**config.mk**
```make
export PLATFORM = sky130hd
export DESIGN_NAME = mesm6_ifetch
export DESIGN_NICKNAME = d
export VERILOG_FILES = /design/src/rtl/mesm6_ifetch.sv
export SDC_FILE = /design/constraint.sdc
export NUM_CORES = 1
export LEC_CHECK = 0
export CAP_MARGIN = 25
export CORE_ASPECT_RATIO = 2
export CORE_MARGIN = 3
export CORE_UTILIZATION = 45
export DETAILED_ROUTE_END_ITERATION = 7
export PLACE_DENSITY = 0.75
export RECOVER_POWER = 100
export SLEW_MARGIN = 5
export SYNTH_ARGS = -nofsm -noshare
export SYNTH_HDL_FRONTEND = slang
export SYNTH_SLANG_ARGS = --single-unit
```
**constraint.sdc**
```tcl
create_clock -name clk -period 4 [get_ports clk]
set_clock_uncertainty 0.05 [all_clocks]
set_input_delay 0.6 -clock clk [delete_from_list [all_inputs] [get_ports clk]]
set_output_delay 0.6 -clock clk [all_outputs]
set_load 0.01 [all_outputs]
```
**src/rtl/mesm6_ifetch.sv**
```systemverilog
// Instruction prefetch unit for the mesm6 core: fetches 48-bit words into a small queue
// and hands out 24-bit half-word opcodes, with flush/restart on redirect.
module mesm6_ifetch #(
  parameter int unsigned DEPTH    = 4,
  parameter logic [15:0] RESET_PC = 16'h0000
) (
  input  logic        clk,
  input  logic        reset,
  output logic        ibus_fetch,
  output logic [14:0] ibus_addr,
  input  logic [47:0] ibus_input,
  input  logic        ibus_done,
  input  logic        redirect,
  input  logic [15:0] redirect_pc,
  output logic        op_valid,
  input  logic        op_ready,
  output logic [23:0] opcode,
  output logic [15:0] op_pc
);

  localparam int unsigned PW = (DEPTH > 1) ? $clog2(DEPTH) : 1;
  localparam int unsigned CW = PW + 1;
  localparam logic [CW-1:0] DepthC = CW'(DEPTH);

  typedef enum logic [1:0] {StIdle, StFetch, StDrain} state_e;

  state_e        state_q, state_d;
  logic [47:0]   word_mem [DEPTH];
  logic [14:0]   addr_mem [DEPTH];
  logic [PW-1:0] rd_ptr_q, wr_ptr_q;
  logic [CW-1:0] count_q, count_d, free;
  logic [14:0]   fa_q, fa_d, drain_addr_q;
  logic          hp_q, hp_d;
  logic          consume, pop, push;

  assign consume = op_valid & op_ready & ~redirect;
  assign pop     = consume & hp_q;
  assign push    = (state_q == StFetch) & ibus_done & ~redirect;
  // Free slots including a pop happening this cycle.
  assign free    = DepthC - count_q + {{PW{1'b0}}, pop};

  always_ff @(posedge clk or negedge reset) begin
    if (!reset) begin
      state_q <= StIdle;
    end else begin
      state_q <= state_d;
    end
  end

  always_comb begin
    state_d = state_q;
    unique case (state_q)
      StIdle: begin
        if (!redirect && (free != '0)) state_d = StFetch;
      end
      StFetch: begin
        if (redirect) begin
          state_d = ibus_done ? StFetch : StDrain;
        end else if (ibus_done && (free <= CW'(1))) begin
          state_d = StIdle;
        end
      end
      StDrain: begin
        if (ibus_done) state_d = StFetch;
      end
      default: state_d = StIdle;
    endcase
  end

  always_comb begin
    ibus_fetch = (state_q != StIdle);
    // While draining, the bus keeps the stale address even though fa already moved on.
    ibus_addr  = (state_q == StDrain) ? drain_addr_q : fa_q;
    op_valid   = (count_q != '0);
    opcode     = hp_q ? word_mem[rd_ptr_q][23:0] : word_mem[rd_ptr_q][47:24];
    op_pc      = {addr_mem[rd_ptr_q], hp_q};
  end

  always_comb begin
    fa_d    = fa_q;
    hp_d    = hp_q;
    count_d = count_q;
    if (redirect) begin
      fa_d    = redirect_pc[15:1];
      hp_d    = redirect_pc[0];
      count_d = '0;
    end else begin
      if (push) fa_d = fa_q + 15'd1;
      if (consume) hp_d = ~hp_q;
      count_d = count_q + {{PW{1'b0}}, push} - {{PW{1'b0}}, pop};
    end
  end

  always_ff @(posedge clk or negedge reset) begin
    if (!reset) begin
      count_q      <= '0;
      fa_q         <= RESET_PC[15:1];
      hp_q         <= RESET_PC[0];
      rd_ptr_q     <= '0;
      wr_ptr_q     <= '0;
      drain_addr_q <= '0;
    end else begin
      count_q <= count_d;
      fa_q    <= fa_d;
      hp_q    <= hp_d;
      if (state_q == StFetch && redirect && !ibus_done) drain_addr_q <= fa_q;
      if (redirect) begin
        rd_ptr_q <= wr_ptr_q;
      end else begin
        if (pop) rd_ptr_q <= rd_ptr_q + PW'(1);
        if (push) wr_ptr_q <= wr_ptr_q + PW'(1);
      end
    end
  end

  always_ff @(posedge clk) begin
    if (push) begin
      word_mem[wr_ptr_q] <= ibus_input;
      addr_mem[wr_ptr_q] <= fa_q;
    end
  end

endmodule
```
==> After elaboration in Yosys (flattened, before gate mapping) <==
Memories as Yosys holds them, arrays and structs flattened.
Index checks and enable logic that the tools add are counted.
{ "word_totals": {"regBits": 40, "mem_bits_rw": 252, "inputBits": 69, "output_inout_bits": 57, "elab_cells": 61, "memories": 2} }
{ "classes": {"add_sub_neg": 7, "n_lt_le_gt_ge": 1, "n_eq_ne": 5, "muxes": 17, "bitwise": 7, "reduce_logical": 15} }
{ "memory_table": {"columns": ["memory", "words", "width", "rd", "rd_clocked_by_memory_dff", "wr", "line", "text"], "rows": [
  ["word_mem", 4, 48, 1, 0, 1, "28", "logic [47:0] word_mem [DEPTH];"],
  ["addr_mem", 4, 15, 1, 0, 1, "29", "logic [14:0] addr_mem [DEPTH];"]
]} }
{ "op_table": {"columns": ["cell", "count"], "rows": [
  ["two-way mux 15 bit", 3],
  ["two-way mux 24 bit", 1],
  ["adder 15 x 1 -> 15 bit, second input constant", 1],
  ["two-way mux 2 bit", 7],
  ["nonzero test 2 bit", 4],
  ["adder 3 x 1 -> 3 bit", 2],
  ["case mux 2 bit (3 select lines)", 1],
  ["nonzero test 3 bit", 2],
  ["AND 1 bit", 5],
  ["adder 2 x 1 -> 2 bit, second input constant", 2],
  ["logical AND 1 bit", 4],
  ["two-way mux 1 bit", 4],
  ["!= test 2 bit, second input constant", 2],
  ["less-or-equal comparator 3 x 1 -> 1 bit, second input constant", 1],
  ["two-way mux 3 bit", 1],
  ["!= test 3 x 2 -> 1 bit, second input constant", 1],
  ["AND reduction 3 bit", 1],
  ["subtractor 3 x 1 -> 3 bit", 1],
  ["subtractor 3 bit, first input constant", 1],
  ["== test 2 x 1 -> 1 bit, second input constant", 1],
  ["== test 2 bit, second input constant", 1],
  ["zero test 1 bit", 2],
  ["zero test 2 bit", 1],
  ["inverter 1 bit", 2],
  ["AND reduction 2 bit", 1]
]} }

==> Longest topological paths before layout <==
{ "logic_depth": {"ltp_word": 10, "mapped_depth": 10, "mapped_depth_nobuf": 10} }

==> Least setup slack after synthesis <==
No wires, ideal clock.
{ "synth_path": {"path_type": "in2reg", "from": "in ibus_done", "to": "mem addr_mem[0][0], enable pin", "setup_time_ps": 428, "arrival_time_ps": 2679, "required_time_ps": 3522, "path_slack_ps": 843, "cell_stages": 4, "n_path_buf": 1, "cell_sequence": "clkbuf_2 > nand2_1 > nor2_1 > and2_1"} }
{ "synth_between": {"elab_chain_len": 4} }
{ "synth_rtl": {"columns": ["item", "line", "text"], "rows": [
  ["from (decl)", "12", "input logic ibus_done,"],
  ["AND 1 bit (2 in a row)", "38", "assign push = (state_q == StFetch) & ibus_done & ~redirect;"],
  ["two-way mux 1 bit", "117", "if (push) begin"],
  ["two-way mux 1 bit (not written as such)", "119", "addr_mem[wr_ptr_q] <= fa_q;"],
  ["to (decl)", "29", null]
]} }
No other way between the ends.

==> Worst setup path after layout <==
{ "layout_path": {"from": "reg rd_ptr_q[0]", "to": "out opcode[15]"} }
{ "layout_between": {"elab_chain_len": 2} }
{ "layout_rtl": {"columns": ["item", "line", "text"], "rows": [
  ["from (decl)", "30", "logic [PW-1:0] rd_ptr_q, wr_ptr_q;"],
  ["from (signal assigned)", "108", "rd_ptr_q <= wr_ptr_q;"],
  ["from (signal assigned)", "110", "if (pop) rd_ptr_q <= rd_ptr_q + PW'(1);"],
  ["memory (4 x 48 bit)", null, null],
  ["two-way mux 24 bit", "75", "opcode = hp_q ? word_mem[rd_ptr_q][23:0] : word_mem[rd_ptr_q][47:24];"],
  ["to (decl)", "17", "output logic [23:0] opcode,"]
]} }
No other way between the ends.

==> results.ini <==
[power_and_ir_drop]
ir_drop_mv=0.433
leakage_nw=4.75
power_mw=8.82
p_per_area_mw_per_mm2=623

[critical_path]
crit_arrival_ns=3.06
crit_chain=clkbuf_2, mux4_2, mux2_2, dlygate4sd3_1
slowest_delay_ns=0.78
worstRegToRegCells=5
r2r_start=state_q[0]
crit_path_end_kind=primary output
cpLargestDelayFamily=buffers and inverters
cpMaxStageDelayCell=dfrtp_4
r2r-end=word_mem[0][9]
path_buf_inv=2
worstPathMaxFanout=28
path_class=reg -> out
required_ns=3.35
regToRegSetupSlack_ns=0.69
startpoint_type=flip-flop

[drt]
drtIter0Drc=354
dr_wl_met2_um=12800
wirelength_um=22500
first_pass_iters=4
drc_errors=0
highest_layer=met5
drtAntennaViolNets=0
via_per_inst=5.29
dr_wl_met3_um=930
vias=5662
wl_per_cell_um=21.0
met1_length_um=7840

[cts]
cts_buffer_depth=3
cts_tree=yes
cts_resized=0
cts_hold_buf=0
cts_made_buffers=25
h-tree-depth=1
clock_latency_ns=0.52
clk_pin_slew_worst_paths_ns=0.07
cts_num_sinks=292
cts_root_buf=clkbuf_16
cts_setup_buffers=0

[worst_hold_path]
min_from=drain_addr_q[8]
hold_path_depth=1
hp-class=reg -> reg
hold_end=drain_addr_q[8]

[timing]
rsz0062_at_grt=no
setup_viol=0
tns_ns=0
slew_viol_final=71
finalCritPeriodShare_pct=92.9
whs_ns=0.453
hold_viol_final=0
fin_crit_ns=3.71
tightest_slew_ns=2.29
max-slew-margin-rel_pct=-52.9
max_freq_ghz=0.269

[synth]
synth_flop_cell=edfxtp_1
synth_fp_nets=654
synth_largest_area_cell=edfxtp_1
synth-edff-count=252
ys_ff_latch=292
ys_seq_area_share_pct=74.0
synth.top_cell.area_share_pct=65.4
synthTopCellsByCount=edfxtp_1 (252), mux4_2 (63), mux2_2 (52), dfrtp_1 (40), nand2_1 (23)
synth_area_mm2=0.0116
synthArstFlopShare_pct=13.7
synth.distinct_cells=38
yosysWarnings=0
syn_avg_cell_area_um2=20.1
synth_cells=575
synth.most_common_cell=edfxtp_1
synthTopCellsByArea=edfxtp_1 (65%), mux4_2 (12%), dfrtp_1 (8.7%)

[finish]
drive_above_1_share_pct=23.2
diodes=0
stdcell_count=1070
nets=795
layout-area-overhead-vs-synth_pct=22.3
final_area_mm2=0.0141
filler_cell_count=1960

[grt]
grt_start_max_net_pins=41
antenna_found_initial=2
grtUsageTotal_pct=16.5
grt_pass1_wl_um=35500
first_global_vias=6365
overflow=0

[die]
die_x_um=119
die_height_um=233
initial_utilization_pct=45.8
io_pins=126
die-area_mm2=0.0278
rows=82
coreArea_mm2=0.0252

[placement]
port_buffers=125
post-dp-hpwl_um=15000
placedInstanceArea_mm2=0.0133
gp_congestion=0.829
dp_cells=1025

[status]
outcome=finished with violations
violations=max-capacitance violations, max-slew violations

[job]
cap_viol_max_count=2

-- cells in the final DEF (no fill, tap or decap), types with 10 or more instances in the layout --
| cell | instances |
|---|---|
| mux4_2 | 63 |
| clkdlybuf4s50_1 | 32 |
| dlygate4sd3_1 | 92 |
| o21ai_0 | 19 |
| nand2_1 | 23 |
| dfrtp_1 | 38 |
| clkbuf_1 | 10 |
| edfxtp_1 | 252 |
| clkbuf_16 | 28 |
| inv_1 | 15 |
| mux2_2 | 47 |
-- where the power goes --
group / switching (mW) / internal (mW)
Sequential: 0.264 / 3.65
Combinational: 0.986 / 1.32
Clock: 1.05 / 1.55
-- stage by stage --
step | setup WS, ns | util (%)
final | 0.285 | 56.1
after global routing | 0.108 | 56.1
after CTS | 0.289 | 56.3
after detailed placement | 0.817 | 52.8
after global placement | 0.892 | 52.8
after floorplan | 0.843 | -
-- state kept, by name, summed over array words and instances (netlist names) --
signal	flops
word_mem	192
addr_mem	60
drain_addr_q	15
fa_q	15
count_q	3
rd_ptr_q	2
state_q	2
wr_ptr_q	2
hp_q	1
-- metal layers --
layer | global-route usage [%] | vias up
met5 | 0 | -
met4 | 7.14 | 4
met3 | 2.89 | 44
met2 | 31.5 | 130
met1 | 17.8 | 2902
li1 | - | 2582
-- layout make-up --
class	count	area (um^2)	share of cell area (%)
clock buffer	32	726	5.13
tap	336	420	2.97
inverter	15	56.3	0.398
multi-input combinational	239	2810	19.9
sequential	292	8570	60.6
timing repair buffer	143	1390	9.81
clock inverter	13	173	1.22
-- cells by family after synthesis --
kind of cell | count (synthesis) | share of synthesized area (%)
xor+xnor | 17 | 1.29
buf+inv | 44 | 1.57
simple gates | 67 | 3.04
mux | 117 | 17.5
compound gates | 28 | 1.42
flops | 292 | 74.0
fa+ha+maj | 10 | 1.15
-- worst max path at each step --
stage                 from              to  slack (ns)  cells past startpoint
2_1_floorplan    ibus_done  addr_mem[0][0]        0.84                      4
3_3_place_gp   rd_ptr_q[0]       opcode[1]        0.89                      4
3_5_place_dp     ibus_done      count_q[2]        0.82                     10
4_1_cts        rd_ptr_q[0]       opcode[1]        0.29                      4
5_1_grt           redirect  word_mem[0][6]        0.11                      5
6_report       rd_ptr_q[0]      opcode[15]        0.29                      4
Power figures use the tool's default switching activity.
